**config.mk**
```make
export PLATFORM = sky130hd
export DESIGN_NAME = pipelined_barrel_shifter
export DESIGN_NICKNAME = d
export VERILOG_FILES = /design/src/rtl/pipelined_barrel_shifter.sv
export SDC_FILE = /design/constraint.sdc
export NUM_CORES = 1
export LEC_CHECK = 0
export CORE_MARGIN = 1.5
export CORE_UTILIZATION = 45
export CTS_CLUSTER_SIZE = 30
export DETAILED_ROUTE_END_ITERATION = 10
export PLACE_DENSITY = 0.68
export REMOVE_ABC_BUFFERS = 1
export SKIP_CTS_REPAIR_TIMING = 1
export SYNTH_ARGS = -nofsm -noshare
export SYNTH_HDL_FRONTEND = slang
export SYNTH_SLANG_ARGS = --single-unit
```
**constraint.sdc**
```tcl
create_clock -name CLK -period 2.62 [get_ports CLK]
set_input_delay 0.262 -clock CLK [delete_from_list [all_inputs] [get_ports CLK]]
set_output_delay 0.262 -clock CLK [all_outputs]
set_load 0.03 [all_outputs]
```
**src/rtl/pipelined_barrel_shifter.sv**
```systemverilog
// Pipelined LSL/LSR/ASR/ROR barrel shifter with one stage per shift-amount bit
// and a valid/ready handshake whose ready chain lets bubbles collapse.
module pipelined_barrel_shifter #(
    parameter int WIDTH = 8,
    localparam int SW = $clog2(WIDTH)
) (
    input  logic             CLK,
    input  logic             RESETN,
    input  logic [WIDTH-1:0] I,
    input  logic [SW-1:0]    S,
    input  logic [1:0]       OP,
    input  logic             I_VALID,
    output logic             I_READY,
    output logic [WIDTH-1:0] O,
    output logic             O_VALID,
    input  logic             O_READY
);

    // The last stage never needs the shift amount or mode, so only SW-1 stages carry them.
    localparam int NCTL = (SW > 1) ? SW - 1 : 1;

    logic [SW-1:0]    valid_q;
    logic [WIDTH-1:0] data_q [SW];
    logic [SW-1:0]    s_q    [NCTL];
    logic [1:0]       op_q   [NCTL];

    logic [SW:0]      ready;
    logic [SW-1:0]    in_valid;
    logic [WIDTH-1:0] in_data [SW];
    logic [SW-1:0]    in_s    [SW];
    logic [1:0]       in_op   [SW];
    logic [WIDTH-1:0] shifted [SW];

    function automatic logic [WIDTH-1:0] shift_pow2(input logic [WIDTH-1:0] d,
                                                    input logic [1:0] op,
                                                    input int k);
        int amt;
        amt = 1 << k;
        case (op)
            2'b00:   return d << amt;
            2'b01:   return d >> amt;
            2'b10:   return WIDTH'($signed(d) >>> amt);
            default: return (d >> amt) | (d << (WIDTH - amt));
        endcase
    endfunction

    always_comb begin
        in_valid[0] = I_VALID;
        in_data[0]  = I;
        in_s[0]     = S;
        in_op[0]    = OP;
        for (int k = 1; k < SW; k++) begin
            in_valid[k] = valid_q[k-1];
            in_data[k]  = data_q[k-1];
            in_s[k]     = s_q[k-1];
            in_op[k]    = op_q[k-1];
        end

        ready[SW] = O_READY;
        for (int k = SW - 1; k >= 0; k--) begin
            ready[k] = !valid_q[k] | ready[k+1];
        end

        for (int k = 0; k < SW; k++) begin
            shifted[k] = in_s[k][0] ? shift_pow2(in_data[k], in_op[k], k) : in_data[k];
        end
    end

    always_ff @(posedge CLK) begin
        if (!RESETN) begin
            valid_q <= '0;
            for (int k = 0; k < SW; k++) begin
                data_q[k] <= '0;
            end
            for (int k = 0; k < NCTL; k++) begin
                s_q[k]  <= '0;
                op_q[k] <= '0;
            end
        end else begin
            for (int k = 0; k < SW; k++) begin
                if (ready[k]) begin
                    valid_q[k] <= in_valid[k];
                    if (in_valid[k]) begin
                        data_q[k] <= shifted[k];
                    end
                end
            end
            // Remaining shift bits move down one position so each stage reads bit 0.
            for (int k = 0; k < SW - 1; k++) begin
                if (ready[k] && in_valid[k]) begin
                    s_q[k]  <= in_s[k] >> 1;
                    op_q[k] <= in_op[k];
                end
            end
        end
    end

    assign I_READY = ready[0];
    assign O       = data_q[SW-1];
    assign O_VALID = valid_q[SW-1];

endmodule
```
==> summary.txt, run 1 <==
run status -> finished clean
met1 Usage GRT -> 0.130
slowest CP cell -> clkdlybuf4s50_1
Rel. slew slack -> 0.589
Mapped Area -> 1840 um^2
crit path kind -> input pin to output pin
largest cells by area after synthesis -> edfxtp_1, a211oi_1, mux2i_1
CP startpoint kind -> input pin
met3 Resource Use GR -> 0.0473
drt first-iter violations -> 43
Synth warnings -> 0
met2 Use GR -> 0.294
non-filler cells, final -> 231
row cnt -> 23
antenna violations before repair -> 0
Leakage -> 0.000744 uW
HP Class -> flop to flop
drt total wl -> 2920 um
Die ar. -> 4490 um^2
crit-path cells -> clkdlybuf4s50_1, nand4b_2, clkdlybuf4s50_1
Final Wtd Congestion -> 0.843
H-Tree Depth -> 2
RSZ-0062 raised after global routing -> no
Total Power -> 1220 uW
total grt overflow -> 0
Critical Path End Type -> output pin
setup TNS -> 0 ns
Slew Viols, Final -> 0
count leader, synth -> edfxtp_1
min Tclk post-route -> 1.85 ns
delay of the slowest critical-path stage -> 0.68 ns
DRT Pass-1 Iters -> 4
most used cell, CP -> clkdlybuf4s50_1
Ant. Diodes -> 0
CTS sink cnt -> 34
final setup fails -> 0
PortBufs -> 26
CP arrival -> 1.59 ns
Final ANT Viol Nets -> 0
top cell type's share of synthesized area -> 0.505
vias in the first global route -> 1,220
final worst path period share -> 0.707
Pwr Density -> 571 nW/um^2
Clock Path Buffers -> 2
CP required -> 2.36 ns
sequential share of the synthesized area -> 0.538
final hold slack -> 0.520 ns
Worst-path clk slew -> 0.06 ns
Post-synth EDFFs -> 31
Top-Level Pins -> 27
# Max-Cap Violations -> 0
Final Skew -> 0.00583 ns
DRC Markers -> 0
fmax -> 540 MHz
worst slew pin tran -> 0.616 ns
Yosys top cell by area -> edfxtp_1
Post-Syn Area per Cell -> 11.4 um^2
WL per Instance -> 12.6 um
Max VDD drop -> 248 uV
#FFs+latches synth -> 34
Finished Core Util -> 0.539
Buffers & Inverters on Critical Path -> 2
TritonCTS Buffers -> 5
delay-heaviest family, CP -> buffers and inverters
DP HPWL -> 2240 um
crit-path max FO -> 4
Syn-to-layout area delta -> 16.3%
largest net degree at the start of global routing -> 25
Top FF cell, synth -> edfxtp_1
post-synthesis async set-or-reset flop share -> 0
Inst Count DP -> 223
Via Count -> 1,294
first-pass GRT wire length -> 4890 um
Die Height -> 67.0 um
share of cells above drive strength 1 -> 0.0829
gate count of the mapped netlist -> 162
ranking of synthesized cells by instance count -> edfxtp_1, a211oi_1, o21ai_0
TritonCTS clock tree -> built
unique cell type count in the Yosys netlist -> 34
Starting Density -> 0.464
clock root buffer -> clkbuf_8
global-route usage over all layers -> 0.149
gr busiest metal -> met2
chip width -> 67.0 um
Via-to-Cell Ratio -> 5.60
fin nets -> 197
Fin. Hold Viols -> 0
core area -> 3970 um^2
clock latency at the later pin of the worst-skew pair -> 0.28 ns
## per-stage QoR
| stage | setup WS (ns) | instance area (um^2) |
|---|---|---|
| 6_report | 0.768 | 2140 |
| 5_1_grt | 0.720 | 2140 |
| 4_1_cts | 0.768 | 2140 |
| 3_5_place_dp | 0.709 | 2060 |
| 3_3_place_gp | 0.764 | 2060 |
| 2_1_floorplan | 1.04 | 1740 |
## cells by family (layout without fill, tap and decap cells)
family          after synthesis  in the layout  share of synthesized area
compound gates               46             46                      0.166
flops                        34             34                      0.538
mux                          11             11                     0.0605
xor+xnor                      1              1                    0.00476
buf+inv                      21             40                     0.0686
simple gates                 49             49                      0.162
## placed cells by master, fill, tap and decap left out, types with 2 or more instances in the layout
master | netlist | routed
a211oi_1 | 15 | 15
a21oi_1 | 6 | 6
a311oi_1 | 2 | 2
a31oi_1 | 7 | 7
and2_1 | 6 | 6
clkbuf_8 | 0 | 5
clkdlybuf4s50_1 | 0 | 26
dfxtp_1 | 3 | 3
edfxtp_1 | 31 | 31
inv_1 | 6 | 6
mux2i_1 | 10 | 10
nand2_1 | 8 | 8
nand3_1 | 5 | 5
nand3b_1 | 2 | 2
nand4_1 | 2 | 2
nor2b_1 | 9 | 9
nor3_1 | 7 | 7
o21ai_0 | 13 | 13
or2_2 | 2 | 2
## layer usage
layer | vias up | wire, um
met3 | 6 | 104
met4 | 0 | 64
li1 | 648 | -
met1 | 611 | 1110
met2 | 29 | 1640
met5 | - | 0
## registers in the layout (all words and copies together) (netlist names)
| signal | flops |
|---|---|
| op_q | 4 |
| data_q | 24 |
| s_q | 3 |
| valid_q | 3 |
## final timing paths
check / to / startpoint / cells after the start / slack, ns
setup / recovery: I_READY / O_READY / 3 / 0.77
hold / removal: valid_q[1]$_SDFFE_PN0P_ / valid_q[0]$_SDFFE_PN0P_ / 2 / 0.52
setup reg to reg: data_q[0][4]$_SDFFCE_PN0P_ / valid_q[0]$_SDFFE_PN0P_ / 3 / 1.07
hold reg to reg: valid_q[1]$_SDFFE_PN0P_ / valid_q[0]$_SDFFE_PN0P_ / 2 / 0.52
## layout make-up
class	count	area, um^2
Fill cell	343	1830
Timing Repair Buffer	26	260
Multi-Input combinational cell	107	724
Inverter	6	22.5
Sequential cell	34	991
Tap cell	50	62.6
Clock inverter	2	8.76
Clock buffer	6	72.6
## power by group
group	switching, uW	internal, uW	total (uW)
Sequential	33.1	643	676
Clock	173	182	355
Combinational	102	89.1	191
Total	308	915	1220
## worst register-to-register path, cell delays in order (launching register included)
cell and delay [ns]:
dfxtp_1 0.35, or2_1 0.28, a22oi_4 0.52, a211oi_1 0.11
Note: power is estimated with default switching activity, not from simulation.
==> run 2: changes to the inputs <==
clock period = 1.91 ns   (was 2.62 ns; I/O delays follow)
==> run 2 against run 1 <==
Compared with the run above:
- critical path depth decreased by 1
- wire length grew 4.8%
- first-iteration DRC count is 28% higher
- sequential share of layout area shrank 1.1 points
- register-to-register slack lost 0.58 ns
- non-clock buffer count increased by 5
- cell count rose by 2.2%
- via count up 2.1%
- total power is 38% higher
- count of clock-buffer cells in the layout stayed put
- combinational power is 46% higher
- sequential cell count unchanged
- critical endpoint unchanged
- largest power group unchanged
- highest routed layer unchanged
==> summary.txt, run 2 (same netlist as run 1, synthesis figures left out) <==
Hold Path Origin -> I_VALID
r2r endpoint -> data_q[0][10]$_SDFFCE_PN0P_
Final ANT Viol Nets -> 0
crit path kind -> flop to output pin
Critical Path End Type -> output pin
clock latency at the later pin of the worst-skew pair -> 0.28 ns
antenna violations before repair -> 0
crit-path max FO -> 6
TritonCTS clock tree -> built
top flop regs -> data_q: 24 flops, op_q: 4 flops
most frequent cells in the layout -> edfxtp_1, clkdlybuf4s50_1, a211oi_1, o21ai_0, mux2i_1
drt total wl -> 3060 um
vias in the first global route -> 1,211
first-pass GRT wire length -> 5040 um
DRT Pass-1 Iters -> 4
Pwr Density -> 771 nW/um^2
H-Tree Depth -> 2
final setup margin -> 0.179 ns
Final Wtd Congestion -> 0.861
chip width -> 67.0 um
min Tclk post-route -> 1.73 ns
Starting Density -> 0.464
Fin. Hold Viols -> 0
CTS sink cnt -> 34
Max VDD drop -> 383 uV
Die ar. -> 4490 um^2
Clock Path Buffers -> 2
RSZ-0062 raised after global routing -> no
Sw Ratio -> 0.251
FF/Latch Area -> 991 um^2
HP Class -> input pin to flop
Power Internal -> 1270 uW
Rel. slew slack -> 0.643
row cnt -> 23
Flop pwr share -> 0.549
Leakage -> 0.000772 uW
core area -> 3970 um^2
DRC Markers -> 0
reg-to-reg startpoint -> op_q[0][1]$_SDFFCE_PN0P_
final setup fails -> 0
share of cells above drive strength 1 -> 0.108
Hold EP -> valid_q[0]$_SDFFE_PN0P_
Die Height -> 67.0 um
run status -> finished clean
fin nets -> 202
Slew Viols, Final -> 0
WL per Instance -> 13.0 um
Sw Pwr -> 424 uW
slowest CP cell -> clkdlybuf4s50_1
fmax -> 578 MHz
Worst-path clk slew -> 0.06 ns
TritonCTS Buffers -> 5
CP required -> 1.72 ns
total grt overflow -> 0
max reg flops -> 24
global-route usage over all layers -> 0.153
CP startpoint kind -> flop
clock root buffer -> clkbuf_8
CP arrival -> 1.54 ns
final worst path period share -> 0.906
largest register by flop count -> data_q
largest net degree at the start of global routing -> 25
worst slew pin tran -> 0.536 ns
Logic pwr share -> 0.165
Top-Level Pins -> 27
FF-to-FF setup slack -> 0.49 ns
cell area after layout -> 2190 um^2
multi-input logic area -> 724 um^2
Post-DP Area -> 2110 um^2
delay of the slowest critical-path stage -> 0.63 ns
Via-to-Cell Ratio -> 5.60
# Max-Cap Violations -> 0
setup TNS -> 0 ns
Reg2Reg Depth -> 3
Syn-to-layout area delta -> 19.0%
Final Skew -> 0.00502 ns
fill count -> 349
Post-Place Setup Slack -> 0.192 ns
drt first-iter violations -> 55
leading cell type in the layout, fill and taps excluded -> edfxtp_1
DP HPWL -> 2310 um
Clock Power Share -> 0.286
crit-path cells -> nand4b_2, clkdlybuf4s50_1
PortBufs -> 26
Via Count -> 1,321
hold depth -> 3
Ant. Diodes -> 0
==> run 2: cell count changes in the layout (fill, tap and decap cells not counted), sizes merged <==
cell	previous run	this run
buf	0	5
==> run 2: per-stage QoR <==
step                total power, uW  hold WS (ns)  std cells   util
finish                         1690         0.511        236  0.552
global route                   1770         0.521        236  0.552
CTS                            1710         0.505        236  0.552
detailed placement             1220         0.508        228  0.532
global placement               1210         0.482        228  0.532
floorplan                      1100         0.320        147      -
==> run 2: metal layers <==
layer	wire [um]	vias up	track usage
met3	109	7	0.0389
met1	1180	623	0.140
met2	1700	32	0.298
met5	0	-	0
li1	-	659	-
met4	66	0	0.0867
==> run 2: power groups by stage <==
stage / combinational (uW) / sequential (uW) / clock [uW]
6_report: 279 / 928 / 484
5_1_grt: 305 / 937 / 530
4_1_cts: 281 / 928 / 503
3_5_place_dp: 281 / 943 / 0
3_3_place_gp: 272 / 939 / 0
2_1_floorplan: 135 / 962 / 0
==> run 2: critical path: cells and delay by family (launching register included) <==
kind	cells	cell delay, ns
flops	1	0.46
buf+inv	1	0.63
simple gates	1	0.17
==> run 2: worst max path at each step <==
stage | from | depth (start not counted) | to | slack (ns)
finish | valid_q[1]$_SDFFE_PN0P_ | 2 | I_READY | 0.18
global route | valid_q[1]$_SDFFE_PN0P_ | 2 | I_READY | 0.10
CTS | valid_q[1]$_SDFFE_PN0P_ | 2 | I_READY | 0.16
detailed placement | O_READY | 3 | I_READY | 0.19
global placement | O_READY | 3 | I_READY | 0.22
floorplan | valid_q[2]$_SDFFE_PN0P_ | 3 | op_q[0][3]$_SDFFCE_PN0P_ | 0.33
==> run 2: cell type report <==
type / instances / area share
Inverter: 6 / 0.0103
Sequential cell: 34 / 0.452
Clock inverter: 2 / 0.00400
Timing Repair Buffer: 31 / 0.142
Clock buffer: 6 / 0.0331
Multi-Input combinational cell: 107 / 0.330
Tap cell: 50 / 0.0285
==> run 3: changes to the inputs <==
GPL_TIMING_DRIVEN = 0   (was unset)
==> run 3 against run 2 <==
Compared with the run above:
- wire length up 1.3%
- core utilization shrank 1.4 points
- register-to-register slack worse by 0.17 ns
- clock power about the same
- cell area is 2.5% lower
- cell count fell by 2.5%
- hold slack worse by 0.016 ns
- combinational power is 6% lower
- sequential power barely moved
- critical endpoint unchanged
==> summary.txt, run 3 (same netlist as run 1, synthesis figures left out) <==
run status -> finished clean
crit path kind -> flop to output pin
Slew Viols, Final -> 0
cell area after layout -> 2140 um^2
Final ANT Viol Nets -> 0
most frequent cells in the layout -> edfxtp_1, clkdlybuf4s50_1, a211oi_1, o21ai_0, mux2i_1
final worst path period share -> 0.927
PortBufs -> 26
Post-DP Area -> 2060 um^2
Top-Level Pins -> 27
largest net degree at the start of global routing -> 25
first-pass GRT wire length -> 4970 um
crit-path cells -> nand4b_2, clkdlybuf4s50_1
slowest CP cell -> clkdlybuf4s50_1
drt first-iter violations -> 66
final hold slack -> 0.495 ns
crit-path max FO -> 6
vias in the first global route -> 1,206
RSZ-0062 raised after global routing -> no
CP startpoint kind -> flop
hold depth -> 3
Fin. Hold Viols -> 0
Final Wtd Congestion -> 0.819
Reg2Reg Depth -> 3
leading cell type in the layout, fill and taps excluded -> edfxtp_1
DP HPWL -> 2310 um
r2r endpoint -> data_q[0][14]$_SDFFCE_PN0P_
Critical Path Start -> valid_q[1]$_SDFFE_PN0P_
antenna violations before repair -> 0
clock latency at the later pin of the worst-skew pair -> 0.28 ns
Critical Path End Type -> output pin
drt total wl -> 3100 um
Pwr Density -> 785 nW/um^2
Power Internal -> 1260 uW
clock root buffer -> clkbuf_8
FF-to-FF setup slack -> 0.32 ns
min Tclk post-route -> 1.77 ns
delay of the slowest critical-path stage -> 0.63 ns
Rel. slew slack -> 0.579
Sw Pwr -> 422 uW
Logic pwr share -> 0.157
Hold Path Origin -> I_VALID
DRC Markers -> 0
row cnt -> 23
chip width -> 67.0 um
# Max-Cap Violations -> 0
largest register by flop count -> data_q
final setup fails -> 0
TritonCTS clock tree -> built
global-route usage over all layers -> 0.152
HP Class -> input pin to flop
Max VDD drop -> 309 uV
H-Tree Depth -> 2
core area -> 3970 um^2
Via-to-Cell Ratio -> 5.64
total grt overflow -> 0
Die Height -> 67.0 um
Syn-to-layout area delta -> 16.0%
Ant. Diodes -> 0
reg-to-reg startpoint -> valid_q[0]$_SDFFE_PN0P_
fin nets -> 197
delay-heaviest family, CP -> buffers and inverters
share of cells above drive strength 1 -> 0.0778
Hold EP -> valid_q[0]$_SDFFE_PN0P_
Buffers & Inverters on Critical Path -> 1
Starting Density -> 0.464
CP arrival -> 1.58 ns
Clock Power Share -> 0.288
Leakage -> 0.000740 uW
worst slew pin tran -> 0.632 ns
WL per Instance -> 13.5 um
CTS sink cnt -> 34
max reg flops -> 24
Flop pwr share -> 0.554
Clock Path Buffers -> 2
Via Count -> 1,298
Final Skew -> 0.00515 ns
Die ar. -> 4490 um^2
top flop regs -> data_q: 24 flops, op_q: 4 flops
Sw Ratio -> 0.251
fmax -> 565 MHz
Worst-path clk slew -> 0.06 ns
CP required -> 1.72 ns
DRT Pass-1 Iters -> 4
TritonCTS Buffers -> 5
run 3: cell types whose count changed in the layout (fill, tap and decap cells not counted):
| cell | delta |
|---|---|
| clkinv_2 | -1 |
| clkbuf_1 | +1 |
| buf_12 | -1 |
| buf_4 | -4 |
| clkinv_1 | -1 |
run 3: how the worst max path moves through the flow:
stage / to / slack (ns) / cells after the start
final: I_READY / 0.14 / 2
after global routing: I_READY / 0.09 / 2
after detailed placement: data_q[0][22]$_SDFFCE_PN0P_ / -0.005 / 3
after CTS: I_READY / 0.14 / 2
after global placement: data_q[0][15]$_SDFFCE_PN0P_ / 0.10 / 3
after floorplan: op_q[0][3]$_SDFFCE_PN0P_ / 0.33 / 3
run 3: routing by layer:
metal | wire [um] | track usage | vias up
met3 | 117 | 0.0490 | 6
met4 | 69 | 0.0893 | 0
met1 | 1120 | 0.124 | 611
met2 | 1790 | 0.305 | 32
met5 | 0 | 0 | -
li1 | - | - | 649
run 3: power by group through the flow:
stage | registers [uW] | logic, uW | clock network [uW]
2_1_floorplan | 962 | 135 | 0
3_3_place_gp | 940 | 257 | 0
3_5_place_dp | 945 | 265 | 0
4_1_cts | 929 | 265 | 489
5_1_grt | 940 | 287 | 516
6_report | 930 | 263 | 484
run 3: through the flow:
stage               power (uW)  setup TNS, ns  cells  setup slack, ns   util
finish                    1680              0    230            0.139  0.538
global placement          1200              0    223            0.102  0.519
global route              1740              0    230           0.0852  0.538
floorplan                 1100              0    147            0.327      -
detailed placement        1210       -0.00831    223         -0.00498  0.519
CTS                       1680              0    230            0.140  0.538
run 3: worst register-to-register path, delay by kind of cell (launching register included):
family           cells  cell delay (ns)
AO/OA/AOI/OAI        2             0.65
flip-flops           1             0.36
AND/OR/NAND/NOR      1             0.29
run 3: cell type report:
type	instances	area, um^2
Fill cell	325	1830
Sequential cell	34	991
Multi-Input combinational cell	107	724
Timing Repair Buffer	26	260
Clock buffer	7	76.3
Tap cell	50	62.6
Inverter	6	22.5
